`config.mk`:
```
export PLATFORM = sky130hd
export DESIGN_NAME = stack_demap_ctrl
export DESIGN_NICKNAME = d
export VERILOG_FILES = /design/src/rtl/stack_demap_ctrl.sv
export SDC_FILE = /design/constraint.sdc
export NUM_CORES = 1
export LEC_CHECK = 0
export CORE_UTILIZATION = 52
export DETAILED_ROUTE_END_ITERATION = 7
export PLACE_DENSITY = 0.78
export SYNTH_ARGS = -nofsm -noshare
export SYNTH_HDL_FRONTEND = slang
export SYNTH_SLANG_ARGS = --single-unit
```
`constraint.sdc`:
```
create_clock -name clk -period 1.95 [get_ports clk]
set_input_delay 0.585 -clock clk [delete_from_list [all_inputs] [get_ports clk]]
set_output_delay 0.585 -clock clk [all_outputs]
set_load 0.02 [all_outputs]
```
`src/rtl/stack_demap_ctrl.sv`:
```
// Sequencer for the 48-entry demapper reversal stack: fills one block, inserts the rewind
// gaps the stack counters need, then drains the block in reverse under downstream permission.
module stack_demap_ctrl #(
    parameter int MEM = 48,
    parameter int CW  = 6,
    parameter int BW  = 8
) (
    input  logic          clk,
    input  logic          reset,
    input  logic          in_valid,
    output logic          in_ready,
    output logic          stk_we,
    output logic          stk_re,
    input  logic          stk_valid,
    input  logic          out_ready,
    output logic          out_last,
    output logic          busy,
    output logic [BW-1:0] blk_cnt
);

    typedef enum logic [1:0] {
        FILL  = 2'd0,
        FGAP  = 2'd1,
        DRAIN = 2'd2,
        RGAP  = 2'd3
    } state_t;

    localparam logic [CW-1:0] CNT_LAST = CW'(MEM - 1);

    state_t          state_r, state_s;
    logic [CW-1:0]   wr_cnt_r, wr_cnt_s;
    logic [CW-1:0]   rd_cnt_r, rd_cnt_s;
    logic [BW-1:0]   blk_cnt_r, blk_cnt_s;
    logic            last_r, last_s;

    // Handshake strobes toward the stack and upstream are combinational in the data cycle
    always_comb begin
        in_ready = (state_r == FILL);
        stk_we   = in_valid & (state_r == FILL);
        stk_re   = out_ready & (state_r == DRAIN);
        out_last = last_r & stk_valid;
        busy     = (state_r != FILL) | (wr_cnt_r != {CW{1'b0}}) | last_r;
        blk_cnt  = blk_cnt_r;
    end

    // Next-state and counter update; the gap states each last exactly one cycle
    always_comb begin
        state_s   = state_r;
        wr_cnt_s  = wr_cnt_r;
        rd_cnt_s  = rd_cnt_r;
        blk_cnt_s = blk_cnt_r;
        last_s    = stk_re & (rd_cnt_r == CNT_LAST);
        case (state_r)
            FILL: begin
                if (stk_we) begin
                    if (wr_cnt_r == CNT_LAST) begin
                        wr_cnt_s = {CW{1'b0}};
                        state_s  = FGAP;
                    end else begin
                        wr_cnt_s = wr_cnt_r + {{(CW-1){1'b0}}, 1'b1};
                    end
                end else begin
                    wr_cnt_s = wr_cnt_r;
                end
            end
            FGAP: begin
                state_s = DRAIN;
            end
            DRAIN: begin
                if (stk_re) begin
                    if (rd_cnt_r == CNT_LAST) begin
                        rd_cnt_s  = {CW{1'b0}};
                        blk_cnt_s = blk_cnt_r + {{(BW-1){1'b0}}, 1'b1};
                        state_s   = RGAP;
                    end else begin
                        rd_cnt_s = rd_cnt_r + {{(CW-1){1'b0}}, 1'b1};
                    end
                end else begin
                    rd_cnt_s = rd_cnt_r;
                end
            end
            RGAP: begin
                state_s = FILL;
            end
            default: begin
                state_s = FILL;
            end
        endcase
    end

    // State and counter registers; reset aborts any block in flight
    always_ff @(posedge clk or negedge reset) begin
        if (!reset) begin
            state_r   <= FILL;
            wr_cnt_r  <= {CW{1'b0}};
            rd_cnt_r  <= {CW{1'b0}};
            blk_cnt_r <= {BW{1'b0}};
            last_r    <= 1'b0;
        end else begin
            state_r   <= state_s;
            wr_cnt_r  <= wr_cnt_s;
            rd_cnt_r  <= rd_cnt_s;
            blk_cnt_r <= blk_cnt_s;
            last_r    <= last_s;
        end
    end

endmodule

```
### Word level (Yosys, flattened, before mapping)

Index checks and enable logic that the tools add are counted.

| word-level totals | value |
|---|---|
| bits in registers | 23 |
| input port bits | 5 |
| output and inout bits | 13 |
| word-level logic and storage cells | 37 |

| cells by class | value |
|---|---|
| $add $sub $neg | 3 |
| equal/unequal tests | 9 |
| mux-type cells | 7 |
| bitwise operators | 6 |
| reduce and logical (&&, ||, !) cells | 7 |

Operators with widths:

| operator | count |
|---|---|
| 6-bit by 1-bit adder with 6-bit output, second input constant | 2 |
| 6-bit == test, second input constant | 2 |
| 6-bit two-way mux | 2 |
| 8-bit by 1-bit adder with 8-bit output, second input constant | 1 |
| 2-bit two-way mux | 4 |
| 2-bit one-hot mux with 4 select lines | 1 |
| 2-bit by 1-bit != test with 1-bit output, second input constant | 3 |
| 6-bit nonzero test | 1 |
| 1-bit bitwise AND | 4 |
| 2-bit == test, second input constant | 2 |
| 2-bit AND reduction | 2 |
| 4-bit AND reduction | 1 |
| 3-bit AND reduction | 1 |
| 2-bit by 1-bit == test with 1-bit output, second input constant | 1 |
| 2-bit logical NOT | 1 |
| 2-bit != test, second input constant | 1 |
| 1-bit OR | 2 |
| 2-bit nonzero test | 1 |

### Depth between registers and ports, before layout

Gate-level depths: netlist (run 1).

| depth | value |
|---|---|
| depth after elaboration | 4 |
| depth in mapped cells | 7 |
| depth with buffers taken out | 6 |

### Worst setup path after synthesis (run 1)

OpenSTA, ideal clock, no wires.

| path | value |
|---|---|
| path type | reg-to-reg |
| start | reg state_r[0] |
| end | reg wr_cnt_r[4] |
| library setup time | 0.125 ns |
| arrival | 1.690 ns |
| data required time | 1.825 ns |
| setup slack | 0.135 ns |
| stages on the path, launching flop included | 8 |
| buffers on the path | 1 |
| clock period less this slack | 1.815 ns |
| cell sequence | dfrtp_1 inv_1 ha_1 and2_1 buf_2 nand2_1 nor2_1 mux2_2 |

| on the way | value |
|---|---|
| word-level cells in the longest chain between the ends | 3 |

RTL lines:

| what | line | source |
|---|---|---|
| from (decl) | 30 | `state_t state_r, state_s;` |
| from (signal assigned) | 100 | `state_r <= state_s;` |
| 2-bit logical NOT | - |  |
| named net in_ready | 11 | `output logic in_ready,` |
| 1-bit bitwise AND | 39 | `stk_we = in_valid & (state_r == FILL);` |
| named net stk_we | 12 | `output logic stk_we,` |
| 2-bit AND reduction (no line) | - |  |
| to (signal assigned) | 95 | `wr_cnt_r <= {CW{1'b0}};` |
| to (signal assigned) | 101 | `wr_cnt_r <= wr_cnt_s;` |
| to (decl) | 31 | `logic [CW-1:0] wr_cnt_r, wr_cnt_s;` |

The timed path passes the listed nets, and every way through them passes these cells.
A chain may end at the register's enable or synchronous reset.

### Worst setup path after layout (run 1)

| path | value |
|---|---|
| start | reg wr_cnt_r[1] |
| end | out busy |

| on the way | value |
|---|---|
| word-level cells in the longest chain between the ends | 3 |

RTL lines:

| what | line | source |
|---|---|---|
| 6-bit nonzero test | 42 | `busy = (state_r != FILL) \| (wr_cnt_r != {CW{1'b0}}) \| last_r;` |
| 1-bit OR (2 in series) | 42 |  |
| to (decl) | 17 | `output logic busy,` |

Every way passes these cells.

==> reports/metrics.yaml, run 1 <==
cts_buffer_depth: 2
p_per_area_mw_per_mm2: 1200
io_buffers: 17
wl_per_cell_um: 13.4
relSlewSlack: 0.812
failed_checks: "negative setup slack"
seqPwrFrac: 0.425
avgViaCountPerCell: 5.15
synth_top_area_share: 0.496
hold_violations: 0
timing.fmax_mhz: 498
internal-power_uw: 1130
yosysTopAreaCell: "dfrtp_1"
n_antenna_cell: 0
post-route-drc-count: 0
syn-cell-area_mm2: 0.00116
n_fill_cell: 150
die_y_um: 49.2
mostFrequentLayoutCells: "dfrtp_1 (23), buf_4 (20), xnor2_1 (10), nand2_1 (9), nor2_1 (8)"
grt_overflow: 0
cts_sinks: 23
drt_wl_total_um: 2240
async_flop_share: 1.00
cts_root_buf: "clkbuf_4"
layout_setup_ws_ns: -0.0586
cp-end-kind: "primary output"
pre_cts_slack_ns: -0.443
cts_tree: "yes"
p_sw_frac: 0.366
grt_pass1_vias: 856
finalCritPeriodShare: 1.03
ys_seq_area_frac: 0.496
clock_latency_ns: 0.30
drtIter0Drc: 22
gp_congestion: 0.774
synth_cell_type_count: 29
avgSynthCellArea_um2: 11.0
critPathArrivalTime_ns: 1.42
drive_gt1_frac: 0.248
finClkSkew_ns: 0.00331
slew_violations: 0
die_x_um: 49.2
period_needed_ns: 2.01
grt_pass1_wl_um: 3890
finalSetupViolations: 1
grt_max_degree: 24
antenna_found_initial: 0
timing.hold.ws_ns: 0.501
synth_edf_count: 0
drtPass1Iterations: 3
numCtsBuffers: 3
clk_pin_slew_worst_paths_ns: 0.12
rsz0062_at_grt: "true"
synthTopCellsByArea: "dfrtp_1 (50%), xnor2_1 (7.6%), ha_1 (6.5%)"
synth_nets: 116
multiInputGateArea_um2: 563
dr_total_vias: 866
nNetsFinal: 153
switching_power_uw: 656
grt_usage: 0.216
ys_warn_count: 0
regArea_um2: 576
pwr-share-comb: 0.455
hold_class: "register to register"
ys_ff_latch: 23
area_growth_pct: 29.0
hp-start: "blk_cnt[7]"
leakage_uw: 0.000740
fp-row-count: 16
final_core_util: 0.740
ir_drop_mv: 0.898
worst_pin_slew_ns: 0.282
syn_inst: 105
core_region_area_mm2: 0.00202
ioPinCount: 18
crit_fanout: 2
status: "finished, violations left"
critPathLaunchType: "register"
required_ns: 1.36
clkPwrFrac: 0.120
cts_hold_buf: 0
cts_max_level: 1
cp-startpoint: "wr_cnt_r[1]"
path_class: "register to primary output"
dieArea_mm2: 0.00242
start_util: 0.574
synth_ff_type: "dfrtp_1"
fin_setup_tns_ns: -0.0586
r2r-start: "state_r[0]"
final_common_cell: "dfrtp_1"
dp_hpwl_um: 1550
cap_violations: 0
ant_nets: 0
-- worst max-delay path, cell delays in order, from the launching register on --
cell and delay, ns:
dfrtp_1 0.40, inv_1 0.08, ha_1 0.14, nor4bb_4 0.27, nand2_1 0.06, buf_2 0.16
-- final timing paths --
path / endpoint / slack (ns) / depth (start not counted)
setup / recovery: busy / -0.06 / 5
hold / removal: blk_cnt[7] / 0.50 / 1
setup reg to reg: wr_cnt_r[4] / 0.16 / 7
hold reg to reg: blk_cnt[7] / 0.50 / 1
max in group asynchronous: wr_cnt_r[3] / 1.11 / 2
min in group asynchronous: state_r[0] / 0.61 / 2
-- logic make-up (layout without fill, tap and decap cells) --
family | Yosys count | in the layout | share of synthesized area
simple gates | 41 | 41 | 0.196
flops | 23 | 23 | 0.496
xor+xnor | 13 | 13 | 0.0982
compound gates | 8 | 8 | 0.0410
mux | 7 | 7 | 0.0701
buf+inv | 7 | 43 | 0.0334
fa+ha+maj | 6 | 6 | 0.0647
-- layer usage --
layer  vias to the layer above  global-route usage  routed length (um)
li1                        432                   -                   -
met1                       416               0.265                1030
met2                        14               0.370                1110
met3                         4              0.0343                  67
met4                         0              0.0980                  36
met5                         -                   0                   0
-- synth_stat cells (all sizes together), types with 2 or more instances --
master   n
dfrtp   23
xnor2   10
nand2    9
nand4    8
nor2     8
ha       6
mux2     6
o21ai    5
and3     4
inv      4
and2     3
buf      3
nand3    3
xor2     3
nor3     2
-- state kept, by name, summed over array words and instances (netlist names) --
signal	cells
blk_cnt	8
rd_cnt_r	6
wr_cnt_r	6
state_r	2
last_r	1
-- power by group through the flow --
stage               clock network, uW  registers (uW)  logic, uW
floorplan                           0             769        457
global placement                    0             756        742
detailed placement                  0             766        766
CTS                               226             757        797
global route                      240             783        906
finish                            215             761        814
-- area by class of cell --
| class | count | area share |
|---|---|---|
| clock buffers | 3 | 0.0151 |
| clock inverters | 1 | 0.00334 |
| inverters | 4 | 0.0100 |
| multi-input cells | 75 | 0.376 |
| flip-flops and latches | 23 | 0.385 |
| well taps | 27 | 0.0226 |
| repair buffers | 35 | 0.188 |
-- metrics by stage --
| step | cell area [um2] | instances | total power (uW) |
|---|---|---|---|
| after floorplan | 1160 | 105 | 1230 |
| after global placement | 1460 | 162 | 1500 |
| after detailed placement | 1460 | 162 | 1530 |
| after CTS | 1490 | 168 | 1780 |
| after global routing | 1500 | 168 | 1930 |
| final | 1500 | 168 | 1790 |
-- repair_timing --
action | in CTS | in global routing
cloned | 0 | 0
hold endpoints to repair | 0 | 0
gates resized for setup | 29 | 3
setup endpoints to repair | 10 | 4
buffers inserted | 2 | 0
Note: power is estimated with default switching activity, not from simulation.
==> run 2, diff against run 1 <==
--- a/config.mk
+++ b/config.mk
@@ -5,9 +5,8 @@
 export SDC_FILE = /design/constraint.sdc
 export NUM_CORES = 1
 export LEC_CHECK = 0
-export CORE_UTILIZATION = 52
+export CORE_UTILIZATION = 40
 export DETAILED_ROUTE_END_ITERATION = 7
-export PLACE_DENSITY = 0.78
 export SYNTH_ARGS = -nofsm -noshare
 export SYNTH_HDL_FRONTEND = slang
 export SYNTH_SLANG_ARGS = --single-unit
==> run 2 against run 1 <==
Compared with the run above:
- the flow still finishes with violations (negative setup slack)
- worst setup slack lost 0.023 ns
- core utilization fell by 18 points
- sequential power about the same
- critical path type unchanged
- critical endpoint unchanged
- highest routed layer unchanged
==> reports/metrics.yaml, run 2 (same netlist as run 1, synthesis figures left out) <==
finalCritPeriodShare: 1.04
grt_usage: 0.158
mostFrequentLayoutCells: "dfrtp_1 (23), buf_4 (18), xnor2_1 (10), nand2_1 (9), nor2_1 (8)"
area_growth_pct: 33.0
cts_tree: "yes"
design_area_mm2: 0.00154
die_y_um: 55.9
grt_busiest_layer: "met2"
die_x_um: 55.9
finClkSkew_ns: 0.00342
post-route-drc-count: 0
timing.hold.ws_ns: 0.475
crit_fanout: 4
largest_reg_flops: 8
layout_setup_ws_ns: -0.0818
dieArea_mm2: 0.00312
antenna_found_initial: 0
core_region_area_mm2: 0.00276
rsz0062_at_grt: "true"
power_uw: 1850
wl_per_cell_um: 12.4
leakage_uw: 0.000765
placed_area_mm2: 0.00147
cp-end-kind: "primary output"
io_buffers: 17
cts_root_buf: "clkbuf_4"
path_class: "register to primary output"
grt_pass1_wl_um: 3830
fin_setup_tns_ns: -0.0818
clk_pin_slew_worst_paths_ns: 0.12
grt_pass1_vias: 872
grtUsageMet1: 0.190
period_needed_ns: 2.03
grt_use_met2: 0.274
pre_cts_slack_ns: -0.458
drtIter0Drc: 21
worst_pin_slew_ns: 0.293
n_antenna_cell: 0
p_per_area_mw_per_mm2: 1200
dr_total_vias: 878
nNetsFinal: 152
required_ns: 1.36
numCtsBuffers: 3
dp_hpwl_um: 1600
status: "finished, violations left"
start_util: 0.421
ir_drop_mv: 0.973
critPathLaunchType: "register"
hold_violations: 0
drtPass1Iterations: 3
cts_sinks: 23
slew_violations: 0
cap_violations: 0
grt_overflow: 0
relSlewSlack: 0.805
critPathArrivalTime_ns: 1.45
grt_max_degree: 24
fp-row-count: 19
cts_max_level: 1
avgViaCountPerCell: 5.13
failed_checks: "negative setup slack"
drt_wl_total_um: 2120
cts_buffer_depth: 2
hold_class: "register to register"
ioPinCount: 18
drive_gt1_frac: 0.264
gp_congestion: 0.781
timing.fmax_mhz: 492
final_common_cell: "dfrtp_1"
clock_latency_ns: 0.31
ant_nets: 0
met3_usage: 0.0488
finalSetupViolations: 1
run 2: cell types whose count changed in the layout (fill, tap and decap cells not counted), sizes merged:
cell / previous run / this run
clkdlybuf4s15: 0 / 1
dlymetal6s2s: 1 / 3
clkinv: 1 / 0
buf: 23 / 21
dlygate4sd2: 5 / 4
clkdlybuf4s50: 6 / 5
clkbuf: 3 / 4
run 2: worst paths after layout:
kind / slack, ns / startpoint / to / depth (start not counted)
worst max-delay path: -0.08 / state_r[0] / busy / 5
worst min-delay path: 0.48 / blk_cnt[7] / blk_cnt[7] / 1
worst max register to register: 0.24 / state_r[0] / rd_cnt_r[5] / 8
worst min register to register: 0.48 / blk_cnt[7] / blk_cnt[7] / 1
max in group asynchronous: 1.11 / reset / blk_cnt[4] / 2
min in group asynchronous: 0.61 / reset / wr_cnt_r[2] / 2
run 2: layout make-up:
type | count | area (um2)
flip-flops and latches | 23 | 576
fillers | 253 | 1210
repair buffers | 34 | 297
well taps | 31 | 38.8
clock buffers | 4 | 26.3
multi-input cells | 75 | 591
inverters | 4 | 15.0
run 2: critical path, stage by stage, from the launching register on:
cell,delay [ns]
dfrtp_1,0.40
inv_2,0.08
ha_4,0.15
nor4bb_4,0.29
nand2_1,0.09
buf_6,0.13
run 2: routing by layer:
layer  wire [um]  up-vias
li1            -      430
met1         935      433
met2        1090       11
met3          74        4
met4          21        0
met5           0        -
run 2: through the flow:
stage,cells,utilization
4_1_cts,170,0.546
6_report,171,0.559
3_3_place_gp,166,0.531
3_5_place_dp,166,0.531
2_1_floorplan,105,-
5_1_grt,171,0.559
run 2: timing repair:
action / in CTS / in global routing
pin swaps: 0 / 3
setup buffers: 0 / 2
hold buffers: 0 / 0
endpoints found under the setup margin: 9 / 6
gates resized for setup: 31 / 10
run 2: report_power, final:
part / internal, uW / leakage [uW] / switching (uW)
clock network: 79.9 / 0.0000150 / 140
registers: 618 / 0.000293 / 140
logic: 484 / 0.000457 / 385
==> run 3, diff against run 2 <==
--- a/config.mk
+++ b/config.mk
@@ -5,6 +5,7 @@
 export SDC_FILE = /design/constraint.sdc
 export NUM_CORES = 1
 export LEC_CHECK = 0
+export CORE_MARGIN = 2
 export CORE_UTILIZATION = 40
 export DETAILED_ROUTE_END_ITERATION = 7
 export SYNTH_ARGS = -nofsm -noshare
==> run 3 against run 2 <==
Compared with the run above:
- the run still ends with negative setup slack left
- cell count grew 2.3%
- worst setup slack gained 0.033 ns
- non-clock buffer count grew 4
- count of clock-buffer cells in the layout shrank 1
- largest cell class unchanged
- via count grew 1.4%
- combinational power grew 5.5%
- critical path depth is the same
- design area grew 1.9%
- critical endpoint unchanged
- routed wire length shrank 1.7%
- total power grew 2.6%
- clock power is essentially flat
==> reports/metrics.yaml, run 3 (same netlist as run 1, synthesis figures left out) <==
status: "finished, violations left"
failed_checks: "negative setup slack"
clock_latency_ns: 0.30
drive_gt1_frac: 0.285
n_fill_cell: 251
rsz0062_at_grt: "true"
period_needed_ns: 2.00
dr_wl_met2_um: 1020
leakage_uw: 0.000793
n_antenna_cell: 0
core_region_area_mm2: 0.00276
cts_max_level: 1
cts_tree: "yes"
cts_buffer_depth: 2
reg2regPathDepth: 8
cts_sinks: 23
mostFrequentLayoutCells: "dfrtp_1 (23), buf_4 (22), xnor2_1 (10), nand2_1 (9), nor2_1 (8)"
drtPass1Iterations: 4
fp-row-count: 19
critPathArrivalTime_ns: 1.41
post-route-drc-count: 0
slowest_stage: "dfrtp_1"
finClkSkew_ns: 0.00144
start_util: 0.421
largest_reg_flops: 8
layout_setup_ws_ns: -0.0487
die_y_um: 57.9
dp_hpwl_um: 1580
crit_fanout: 3
r2r-end: "rd_cnt_r[5]"
cap_violations: 0
slowest_delay_ns: 0.41
cp-end-kind: "primary output"
ioPinCount: 18
dr_total_vias: 890
clk_pin_slew_worst_paths_ns: 0.13
cts_hold_buf: 0
avgViaCountPerCell: 5.09
endpoint: "busy"
grt_pass1_wl_um: 3760
antenna_found_initial: 0
worstPathCellList: "inv_2 > ha_4 > nor4bb_4 > nand2_1 > buf_6"
ant_nets: 0
grt_pass1_vias: 870
m1WireLength_um: 971
io_buffers: 17
r2r-start: "state_r[0]"
drtIter0Drc: 13
grt_max_degree: 24
grt_overflow: 0
final_common_cell: "dfrtp_1"
hold_violations: 0
placed_area_mm2: 0.00149
design_area_mm2: 0.00157
met3_length_um: 78
p_per_area_mw_per_mm2: 1210
nNetsFinal: 156
worst_pin_slew_ns: 0.294
finalSetupViolations: 1
cts_root_buf: "clkbuf_4"
dieArea_mm2: 0.00335
ir_drop_mv: 0.642
timing.fmax_mhz: 500
path_class: "register to primary output"
wl_per_cell_um: 11.9
hold_class: "register to register"
top_layer_used: "met4"
cp-startpoint: "state_r[1]"
area_growth_pct: 35.5
numCtsBuffers: 3
slew_violations: 0
final_core_util: 0.570
drt_wl_total_um: 2080
reg2reg_slack_ns: 0.26
required_ns: 1.36
gp_congestion: 0.751
die_x_um: 57.9
grt_usage: 0.144
critPathLaunchType: "register"
relSlewSlack: 0.804
finalCritPeriodShare: 1.02
run 3: changes by cell type in the layout (fill, tap and decap cells not counted):
cell,change
buf_4,+4
clkbuf_1,-1
clkdlybuf4s15_1,+1
clkdlybuf4s15_2,-1
clkdlybuf4s50_1,-1
clkinv_2,+1
dlygate4sd2_1,+1
run 3: how the worst min path moves through the flow:
stage | cells after the start | endpoint | slack, ns | start
after CTS | 1 | blk_cnt[7] | 0.48 | blk_cnt[7]
after detailed placement | 1 | blk_cnt[7] | 0.47 | blk_cnt[7]
after global routing | 1 | blk_cnt[7] | 0.53 | blk_cnt[7]
after global placement | 1 | blk_cnt[7] | 0.46 | blk_cnt[7]
after floorplan | 0 | blk_cnt[0] | 0.29 | reset
final | 1 | blk_cnt[7] | 0.48 | blk_cnt[7]
run 3: area by class of cell:
type	count	area [um2]	area share
Clock buffer	3	22.5	0.0143
Clock inverter	1	5.00	0.00318
Inverter	4	15.0	0.00955
Multi-Input combinational cell	75	591	0.376
Sequential cell	23	576	0.366
Tap cell	31	38.8	0.0247
Timing Repair Buffer	38	324	0.206
run 3: what timing repair did:
| action | CTS | global route |
|---|---|---|
| buffers inserted | 2 | 1 |
| cloned | 0 | 0 |
| endpoints found under the setup margin | 10 | 6 |
| pin swaps | 3 | 2 |
| resized for setup | 32 | 9 |
run 3: layer usage:
metal  track usage  vias to the layer above
li1              -                      440
met4        0.0498                        0
met3        0.0223                        2
met2         0.239                       14
met1         0.192                      434
met5             0                        -
run 3: power breakdown:
group	switching (uW)	leakage, uW	internal (uW)
Sequential	138	0.000293	618
Combinational	397	0.000483	520
Clock	145	0.0000177	76.5
Total	681	0.000793	1210
run 3: worst max-delay path, delay by kind of cell (launching register included):
kind	cells	cell delay [ns]
adder cells (fa/ha/maj)	1	0.14
buffers and inverters	2	0.21
flip-flops	1	0.41
AND/OR/NAND/NOR	2	0.35
run 3: through the flow:
stage	instances	hold slack (ns)	total power [uW]	worst slack (ns)	TNS (ns)
2_1_floorplan	105	0.289	1230	0.135	0
4_1_cts	175	0.484	1870	-0.0879	-0.0879
5_1_grt	175	0.528	2050	-0.160	-0.164
3_5_place_dp	169	0.466	1590	-0.458	-1.97
3_3_place_gp	169	0.463	1550	-0.469	-1.78
6_report	175	0.480	1900	-0.0487	-0.0487
